### src/rtl/rinv_pkg.sv
`default_nettype none
// ============================================================================
// Module   : rinv_pkg
// Brief    : Shared states and constants for the R-inverse back-substitution
//            sequencer (optional build macro: RINV_SINGULAR_CHECK_EN).
// Revision : 1.0
// ============================================================================
package rinv_pkg;

    localparam int RINV_MAX_N = 16;

    typedef enum logic [2:0] {
        IDLE       = 3'd0,
        RECIP_REQ  = 3'd1,
        RECIP_WAIT = 3'd2,
        MAC        = 3'd3,
        SCALE      = 3'd4,
        DRAIN      = 3'd5,
        FINISH     = 3'd6
    } rinv_state_t;

    localparam logic WR_SRC_DIAG  = 1'b1;
    localparam logic WR_SRC_SCALE = 1'b0;

endpackage
`default_nettype wire

### src/rtl/rinv_wr_pipe.sv
`default_nettype none
// ============================================================================
// Module   : rinv_wr_pipe
// Brief    : LAT-deep {valid,row,col} delay line aligning scale results with
//            their Rinv write-back slot.
// Revision : 1.0
// ============================================================================
module rinv_wr_pipe
    import rinv_pkg::*;
#(
    parameter int LAT   = 3,
    parameter int IDX_W = 2
) (
    input  logic             CLK,
    input  logic             RST,
    input  logic             in_valid,
    input  logic [IDX_W-1:0] in_row,
    input  logic [IDX_W-1:0] in_col,
    output logic             out_valid,
    output logic [IDX_W-1:0] out_row,
    output logic [IDX_W-1:0] out_col,
    output logic             empty_next
);

    logic             valid_q [LAT];
    logic             valid_d [LAT];
    logic [IDX_W-1:0] row_q   [LAT];
    logic [IDX_W-1:0] row_d   [LAT];
    logic [IDX_W-1:0] col_q   [LAT];
    logic [IDX_W-1:0] col_d   [LAT];

    always_comb begin
        valid_d[0] = in_valid;
        row_d[0]   = in_valid ? in_row : '0;
        col_d[0]   = in_valid ? in_col : '0;
        for (int s = 1; s < LAT; s++) begin
            valid_d[s] = valid_q[s-1];
            row_d[s]   = row_q[s-1];
            col_d[s]   = col_q[s-1];
        end
    end

    always_ff @(posedge CLK or negedge RST) begin
        if (!RST) begin
            for (int s = 0; s < LAT; s++) begin
                valid_q[s] <= 1'b0;
                row_q[s]   <= '0;
                col_q[s]   <= '0;
            end
        end else begin
            for (int s = 0; s < LAT; s++) begin
                valid_q[s] <= valid_d[s];
                row_q[s]   <= row_d[s];
                col_q[s]   <= col_d[s];
            end
        end
    end

    // Nothing queued behind the write-back stage: the pipe is empty next cycle.
    always_comb begin
        empty_next = 1'b1;
        for (int s = 0; s < LAT - 1; s++) begin
            if (valid_q[s]) empty_next = 1'b0;
        end
    end

    assign out_valid = valid_q[LAT-1];
    assign out_row   = row_q[LAT-1];
    assign out_col   = col_q[LAT-1];

endmodule
`default_nettype wire

### src/rtl/r_inverse_sequencer.sv
`default_nettype none
// ============================================================================
// Module   : r_inverse_sequencer
// Brief    : Back-substitution sequencer for inverting an NxN upper-triangular
//            R; optional singular detection under RINV_SINGULAR_CHECK_EN.
// Revision : 1.0
// ============================================================================
module r_inverse_sequencer
    import rinv_pkg::*;
#(
    parameter  int N     = 4,
    parameter  int LAT   = 3,
    localparam int IDX_W = (N > 1) ? $clog2(N) : 1
) (
    input  logic             CLK,
    input  logic             RST,
    input  logic             start,
    output logic             busy,
    output logic             recip_req,
    output logic [IDX_W-1:0] recip_idx,
    input  logic             recip_done,
    output logic             mac_valid,
    output logic             mac_first,
    output logic             mac_last,
    output logic [IDX_W-1:0] row_idx,
    output logic [IDX_W-1:0] col_idx,
    output logic [IDX_W-1:0] k_idx,
    output logic             scale_valid,
    output logic             wr_en,
    output logic             wr_diag,
    output logic [IDX_W-1:0] wr_row,
    output logic [IDX_W-1:0] wr_col,
    output logic             done
`ifdef RINV_SINGULAR_CHECK_EN
    ,
    input  logic             recip_zero,
    output logic             singular_err
`endif
);

    localparam logic [IDX_W-1:0] LAST_IDX = IDX_W'(N - 1);

    rinv_state_t      state_q, state_d;
    logic [IDX_W-1:0] i_q, i_d;
    logic [IDX_W-1:0] dist_q, dist_d;
    logic [IDX_W-1:0] k_q, k_d;
    logic [IDX_W-1:0] col_j;
    logic             diag_wr;
    logic             pipe_valid;
    logic [IDX_W-1:0] pipe_row, pipe_col;
    logic             pipe_empty_next;
`ifdef RINV_SINGULAR_CHECK_EN
    logic             singular_q, singular_d;
`endif

    assign col_j = i_q + dist_q;

    always_ff @(posedge CLK or negedge RST) begin
        if (!RST) begin
            state_q <= IDLE;
            i_q     <= '0;
            dist_q  <= '0;
            k_q     <= '0;
`ifdef RINV_SINGULAR_CHECK_EN
            singular_q <= 1'b0;
`endif
        end else begin
            state_q <= state_d;
            i_q     <= i_d;
            dist_q  <= dist_d;
            k_q     <= k_d;
`ifdef RINV_SINGULAR_CHECK_EN
            singular_q <= singular_d;
`endif
        end
    end

    always_comb begin
        state_d     = state_q;
        i_d         = i_q;
        dist_d      = dist_q;
        k_d         = k_q;
        busy        = (state_q != IDLE) && (state_q != FINISH);
        recip_req   = 1'b0;
        recip_idx   = '0;
        mac_valid   = 1'b0;
        mac_first   = 1'b0;
        mac_last    = 1'b0;
        row_idx     = '0;
        col_idx     = '0;
        k_idx       = '0;
        scale_valid = 1'b0;
        done        = 1'b0;
        diag_wr     = 1'b0;
`ifdef RINV_SINGULAR_CHECK_EN
        singular_d  = singular_q;
`endif
        case (state_q)
            IDLE: begin
                if (start) begin
                    state_d = RECIP_REQ;
                    i_d     = '0;
`ifdef RINV_SINGULAR_CHECK_EN
                    singular_d = 1'b0;
`endif
                end
            end
            RECIP_REQ: begin
                recip_req = 1'b1;
                recip_idx = i_q;
                state_d   = RECIP_WAIT;
            end
            RECIP_WAIT: begin
                if (recip_done) begin
`ifdef RINV_SINGULAR_CHECK_EN
                    if (recip_zero) begin
                        singular_d = 1'b1;
                        state_d    = FINISH;
                    end else
`endif
                    begin
                        diag_wr = 1'b1;
                        if (i_q != LAST_IDX) begin
                            i_d     = i_q + IDX_W'(1);
                            state_d = RECIP_REQ;
                        end else if (N == 1) begin
                            state_d = FINISH;
                        end else begin
                            state_d = MAC;
                            dist_d  = IDX_W'(1);
                            i_d     = '0;
                            k_d     = IDX_W'(1);
                        end
                    end
                end
            end
            MAC: begin
                mac_valid = 1'b1;
                mac_first = (k_q == i_q + IDX_W'(1));
                mac_last  = (k_q == col_j);
                row_idx   = i_q;
                col_idx   = col_j;
                k_idx     = k_q;
                if (k_q == col_j) state_d = SCALE;
                else              k_d     = k_q + IDX_W'(1);
            end
            SCALE: begin
                scale_valid = 1'b1;
                row_idx     = i_q;
                col_idx     = col_j;
                // Elements of one diagonal are independent, so the next MAC follows directly.
                if (col_j == LAST_IDX) begin
                    state_d = DRAIN;
                end else begin
                    state_d = MAC;
                    i_d     = i_q + IDX_W'(1);
                    k_d     = i_q + IDX_W'(1) + IDX_W'(1);
                end
            end
            DRAIN: begin
                if (pipe_empty_next) begin
                    if (dist_q == LAST_IDX) begin
                        state_d = FINISH;
                    end else begin
                        state_d = MAC;
                        dist_d  = dist_q + IDX_W'(1);
                        i_d     = '0;
                        k_d     = IDX_W'(1);
                    end
                end
            end
            FINISH: begin
                done    = 1'b1;
                state_d = IDLE;
            end
            default: state_d = IDLE;
        endcase
    end

    rinv_wr_pipe #(
        .LAT   (LAT),
        .IDX_W (IDX_W)
    ) u_wr_pipe (
        .CLK        (CLK),
        .RST        (RST),
        .in_valid   (scale_valid),
        .in_row     (i_q),
        .in_col     (col_j),
        .out_valid  (pipe_valid),
        .out_row    (pipe_row),
        .out_col    (pipe_col),
        .empty_next (pipe_empty_next)
    );

    // Diagonal writes only occur while the scale pipe is idle, so they never collide.
    assign wr_en   = diag_wr | pipe_valid;
    assign wr_diag = diag_wr ? WR_SRC_DIAG : WR_SRC_SCALE;
    assign wr_row  = diag_wr ? i_q : pipe_row;
    assign wr_col  = diag_wr ? i_q : pipe_col;

`ifdef RINV_SINGULAR_CHECK_EN
    assign singular_err = singular_q;
`endif

endmodule
`default_nettype wire

### config.mk
export PLATFORM = sky130hd
export DESIGN_NAME = r_inverse_sequencer
export DESIGN_NICKNAME = d
export VERILOG_FILES = /design/src/rtl/rinv_pkg.sv /design/src/rtl/rinv_wr_pipe.sv /design/src/rtl/r_inverse_sequencer.sv
export SDC_FILE = /design/constraint.sdc
export NUM_CORES = 1
export LEC_CHECK = 0
export CAP_MARGIN = 20
export CORE_MARGIN = 5
export CORE_UTILIZATION = 45
export CTS_BUF_LIST = sky130_fd_sc_hd__clkbuf_8
export CTS_CLUSTER_SIZE = 24
export DETAILED_ROUTE_END_ITERATION = 8
export MAX_ROUTING_LAYER = met4
export PLACE_DENSITY = 0.73
export SYNTH_ARGS = -nofsm -noshare
export SYNTH_HDL_FRONTEND = slang
export SYNTH_SLANG_ARGS = --single-unit
export TNS_END_PERCENT = 1
### constraint.sdc
create_clock -name CLK -period 3.8 [get_ports CLK]
set_input_delay 0.76 -clock CLK [delete_from_list [all_inputs] [get_ports CLK]]
set_output_delay 0.76 -clock CLK [all_outputs]
set_load 0.005 [all_outputs]
### Word level (Yosys, flattened, before mapping)

Index checks and enable logic that the tools add are counted.

* output and inout port bits: 21
* bits of input ports: 4
* word-level logic and storage cells: 94
* memories kept: 0
* latch bits: 0
* flip-flop bits (word level): 24
* memory bits (read-only): 0
* RAM bits: 0

* div/mod/pow operators: 0
* multiplexer cells: 44
* reduce and logical (&&, ||, !) cells: 11
* add/subtract/negate cells: 5
* eq/ne operators: 20
* bitwise gates (word level): 1
* multiply operators: 0
* magnitude comparators: 0
* shift operators: 0

Operator list (count)
* 2-bit 2-to-1 mux: 23
* 3-bit 2-to-1 mux: 6
* 2-bit inequality test, second input constant: 9
* 3-bit one-hot mux with 6 select lines: 1
* 2-bit one-hot mux with 4 select lines: 2
* 1-bit 2-to-1 mux: 11
* 3-bit equality test, second input constant: 3
* 2-bit by 1-bit adder with 2-bit output, second input constant: 4
* 4-bit nonzero test: 2
* 7-bit AND reduction: 1
* 3-bit by 2-bit equality test with 1-bit output, second input constant: 2
* 6-bit AND reduction: 1
* 5-bit AND reduction: 1
* 2-bit equality test: 2
* 2-bit equality test, second input constant: 2
* 2-bit one-hot mux with 2 select lines: 1
* 4-bit AND reduction: 1
* 3-bit by 1-bit equality test with 1-bit output, second input constant: 1
* 3-bit zero test: 1
* 3-bit inequality test, second input constant: 1
* 3-bit nonzero test: 1
* 2-bit adder: 1
* 2-bit nonzero test: 1
* 2-bit OR reduction: 1
* other kinds (2): 2

### Depth between registers and ports, before layout

* depth after elaboration: 4
* mapped depth: 6
* depth with buffers taken out: 5

### Hierarchy

A second synthesis with hierarchy kept.

* cell total of the unflattened synthesis: 141
* area, all modules: 1322.5 um^2

By module, submodules not included
* r_inverse_sequencer: area an instance 918.4 um^2, cells each 121, sequential area each 225.2 um^2, instances 1
* rinv_wr_pipe: area an instance 404.1 um^2, cells each 20, sequential area each 375.4 um^2, instances 1

### Worst setup path after synthesis

OpenSTA, ideal clock, no wires.

* kind: flip-flop to output port
* start: reg i_q[0]
* end: out mac_last
* buffers on the path: 0
* arrival time: 1284 ps
* required time: 3040 ps
* slack: 1756 ps
* cell stages (with the launch flop): 5
* cells stage by stage: dfrtp_1 -> ha_1 -> xnor3_2 -> xor2_1 -> and3_1

* word-level cells in the longest chain between the ends: 3

Ends and longest elaborated chain
* from (decl): RTL line r_inverse_sequencer.sv:44 `logic [IDX_W-1:0] i_q, i_d;`
* from (signal assigned): RTL line r_inverse_sequencer.sv:69 `i_q <= i_d;`
* 2-bit adder: RTL line r_inverse_sequencer.sv:56 `assign col_j = i_q + dist_q;`
* 2-bit equality test: RTL line r_inverse_sequencer.sv:140 `mac_last = (k_q == col_j);`
* 1-bit 2-to-1 mux: RTL line r_inverse_sequencer.sv:98 `case (state_q)`
* to (decl): RTL line r_inverse_sequencer.sv:24 `output logic mac_last,`

No other way between the ends.

### Worst setup path after layout

Ends and elaborated chain as after synthesis.

==> results.md <==
- Antenna cell count: 0
- Post-DP HPWL: 2170 um
- Vias per cell: 5.65
- Final Hold Viols: 0
- Clock Tree Buf Depth: 2
- Wire per inst: around 16 um
- CTS sink count: 24
- Initial antenna violation count: 0
- Max-slew violations: 0
- Post-Syn Area: around 1300 sq um
- Antenna Nets Post-Route: 0
- FF-to-FF Start: i_q[0]$_DFFE_PN0P_
- Final Cycle Share: slightly above 80%
- Largest net degree at the start of global routing: 25
- I/O Buffers: 24
- PostCTS Resize Cnt: 0
- Postcts setup bufs: 0
- Leak: around 0.81 nW
- Worst-Skew Late Latency: 0.26 ns
- Filler cell count: ~240
- Setup TNS: 0 ns
- Arr. time, crit path: 2.36 ns
- Top Family by Delay on Critical Path: flip-flops
- Num CTS Buffers: 3
- Worst setup EP type: primary output
- CP bufs+invs: 1
- Met3 Use GR: 2.63%
- Cells on Worst Hold Path: 0
- Worst slew pin tran: between 0.5 and 0.6 ns
- Die W: 64.1 um
- HP Class: reg2reg
- Share of cells above drive strength 1: 9.55%
- Die Area: 4100 sq um
- CTS tree: done
- FP Rows: 19
- Syn_area_per_cell: 9.81 sq um
- Number of synthesized flops with an enable pin: 0
- Cell breakdown of the critical path: ha_1 > xnor3_2 > xor2_1 > and3_1 > clkdlybuf4s50_1
- Final hold slack: 0.354 ns
- # H-tree levels: 1
- Worst setup SP type: flop
- I/O pins: 25
- CP Class: reg2out
- Final WS setup: about 0.68 ns
- Clock transition at path regs: 0.08 ns
- Reg-to-reg endpoint: k_q[0]$_DFFE_PN0P_
- Drt first pass iters: 4
- Clk_skew: 0.00124 ns
- Final #Nets: 165
- Register area share after synthesis: 45.7%
- Number of synthesized register bits: 24
- Met2 usage: 24.4%
- Final min period: 3.12 ns
- M1 GR Usage: 20.3%
- Total core area: 2780 sq um
- Final setup viols: 0
- RSZ-0062 raised after global routing: false
- Iteration-0 DRC Markers: 36
- Global route overflow: 0
- R2R setup slack: 1.81 ns
- Top FF cell, synth: dfrtp_1
- Synth warn: 0
- Cells after Synth: about 130
- PwrDens: approximately 420 nW/um^2
- CP peak stage delay: 0.59 ns
- Worst reg2reg path depth: 5
- Relative slew slack: between 60% and 70%
- GPL Wtd Cong: slightly above 0.9
- Vias: 1,063
- Max-Cap Viols: 0
- Syn-to-layout area delta: 25.4%
- Top Usage Layer GRT: met2
- Total Wirelength: 2950 um
- Clock root buffer: clkbuf_8
- Hold worst-path end: u_wr_pipe.out_col[0]$_DFF_PN0_
- Maximum fanout along the worst path: 11
- Die span in y: ~64 um
- Maximum clock frequency: 321 MHz
- Global-route wire length before repair: 4950 um
- All-Layer GR Usage: 15.8%
- Critical path data required time: 3.04 ns
- Maximum vdd ir drop: 0.326 mV
- Hold_buf cts: 0
- Pre-CTS WS: 0.743 ns
- Yosys cell types: 46
- Initial Util: approximately 47%
- CP max stage cell: dfrtp_1
- Syn Nets: around 140
- Vias in the first global route: 1,069
- Asr flop ratio synth: 100%
- Hold Path Origin: u_wr_pipe.col_d[0]$_DFF_PN0_
- Status: complete, no violations
- Remaining DRCs: 0
power breakdown:
part / internal, mW / switching [mW]
combinational: 0.0940 / 0.0893
sequential: 0.265 / 0.0274
clock: 0.141 / 0.0810
layout make-up:
type	instances	area [sq um]	share of cell area (%)
Clock buffer	3	41.3	2.50
Sequential cell	24	601	36.4
Clock inverter	1	30.0	1.82
Tap cell	31	38.8	2.35
Timing Repair Buffer	26	275	16.7
Multi-Input combinational cell	95	633	38.4
Inverter	8	30.0	1.82
logic make-up after synthesis:
group | share of synthesized area (%)
compound gates | 13.2
xor+xnor | 5.14
fa+ha+maj | 2.85
buf+inv | 6.18
flops | 45.7
mux | 4.76
simple gates | 22.2
cell usage after synthesis, types with 2 or more instances:
| master | instances | area [sq um] |
|---|---|---|
| a21oi_1 | 3 | 15.0 |
| a2bb2oi_1 | 2 | 17.5 |
| and3_1 | 4 | 25.0 |
| buf_2 | 2 | 10.0 |
| buf_4 | 2 | 15.0 |
| buf_6 | 2 | 22.5 |
| dfrtp_1 | 24 | 601 |
| ha_1 | 3 | 37.5 |
| inv_1 | 5 | 18.8 |
| inv_2 | 3 | 11.3 |
| mux2_1 | 2 | 22.5 |
| mux2i_1 | 4 | 40.0 |
| nand2_1 | 17 | 63.8 |
| nand2b_1 | 3 | 18.8 |
| nand3_1 | 2 | 10.0 |
| nand3b_1 | 2 | 15.0 |
| nor2_1 | 11 | 41.3 |
| nor2b_1 | 4 | 25.0 |
| nor3_1 | 5 | 25.0 |
| o21ai_0 | 4 | 20.0 |
| o32ai_1 | 2 | 17.5 |
| xnor2_1 | 3 | 26.3 |
| xor2_1 | 2 | 17.5 |
metrics by stage:
stage,util (%),area (sq um),power [mW],cells
2_1_floorplan,-,1320,0.410,134
3_3_place_gp,55.7,1550,0.470,183
3_5_place_dp,55.7,1550,0.476,183
4_1_cts,58.3,1620,0.700,187
5_1_grt,59.3,1650,0.733,188
6_report,59.3,1650,0.697,188
layer usage:
| layer | vias to the layer above | part of all wire, % |
|---|---|---|
| li1 | 510 | - |
| met2 | 29 | 47 |
| met4 | 0 | 1.7 |
| met5 | - | 0 |
| met1 | 519 | 47 |
| met3 | 5 | 4.5 |
registers in the layout, indices dropped and copies added (netlist names):
register	flops
u_wr_pipe.out_row	2
state_q	3
u_wr_pipe.out_valid	1
u_wr_pipe.row_d	4
i_q	2
u_wr_pipe.col_d	4
k_q	2
u_wr_pipe.out_col	2
dist_q	2
u_wr_pipe.valid_d	2
worst max-delay path by stage:
stage | to | depth (start not counted) | start
after global routing | mac_last | 5 | i_q[0]$_DFFE_PN0P_
after CTS | mac_last | 5 | i_q[0]$_DFFE_PN0P_
after detailed placement | wr_col[0] | 6 | recip_done
final | mac_last | 5 | i_q[0]$_DFFE_PN0P_
after global placement | wr_col[0] | 6 | recip_done
after floorplan | mac_last | 4 | i_q[0]$_DFFE_PN0P_
cell usage in the layout, fill, tap and decap left out, types with 2 or more instances in the layout:
cell	n
nor2b_1	4
dfrtp_1	24
nor2_1	11
nand3b_1	2
nand3_1	2
xor2_1	2
a21oi_1	3
mux2_1	2
nand2_1	17
mux2i_1	4
a2bb2oi_1	2
and3_1	4
clkdlybuf4s50_1	24
o21ai_0	4
inv_1	5
clkbuf_8	3
nand2b_1	3
ha_1	3
inv_2	3
xnor2_1	3
o32ai_1	2
nor3_1	5
Note: power is estimated with default switching activity, not from simulation.
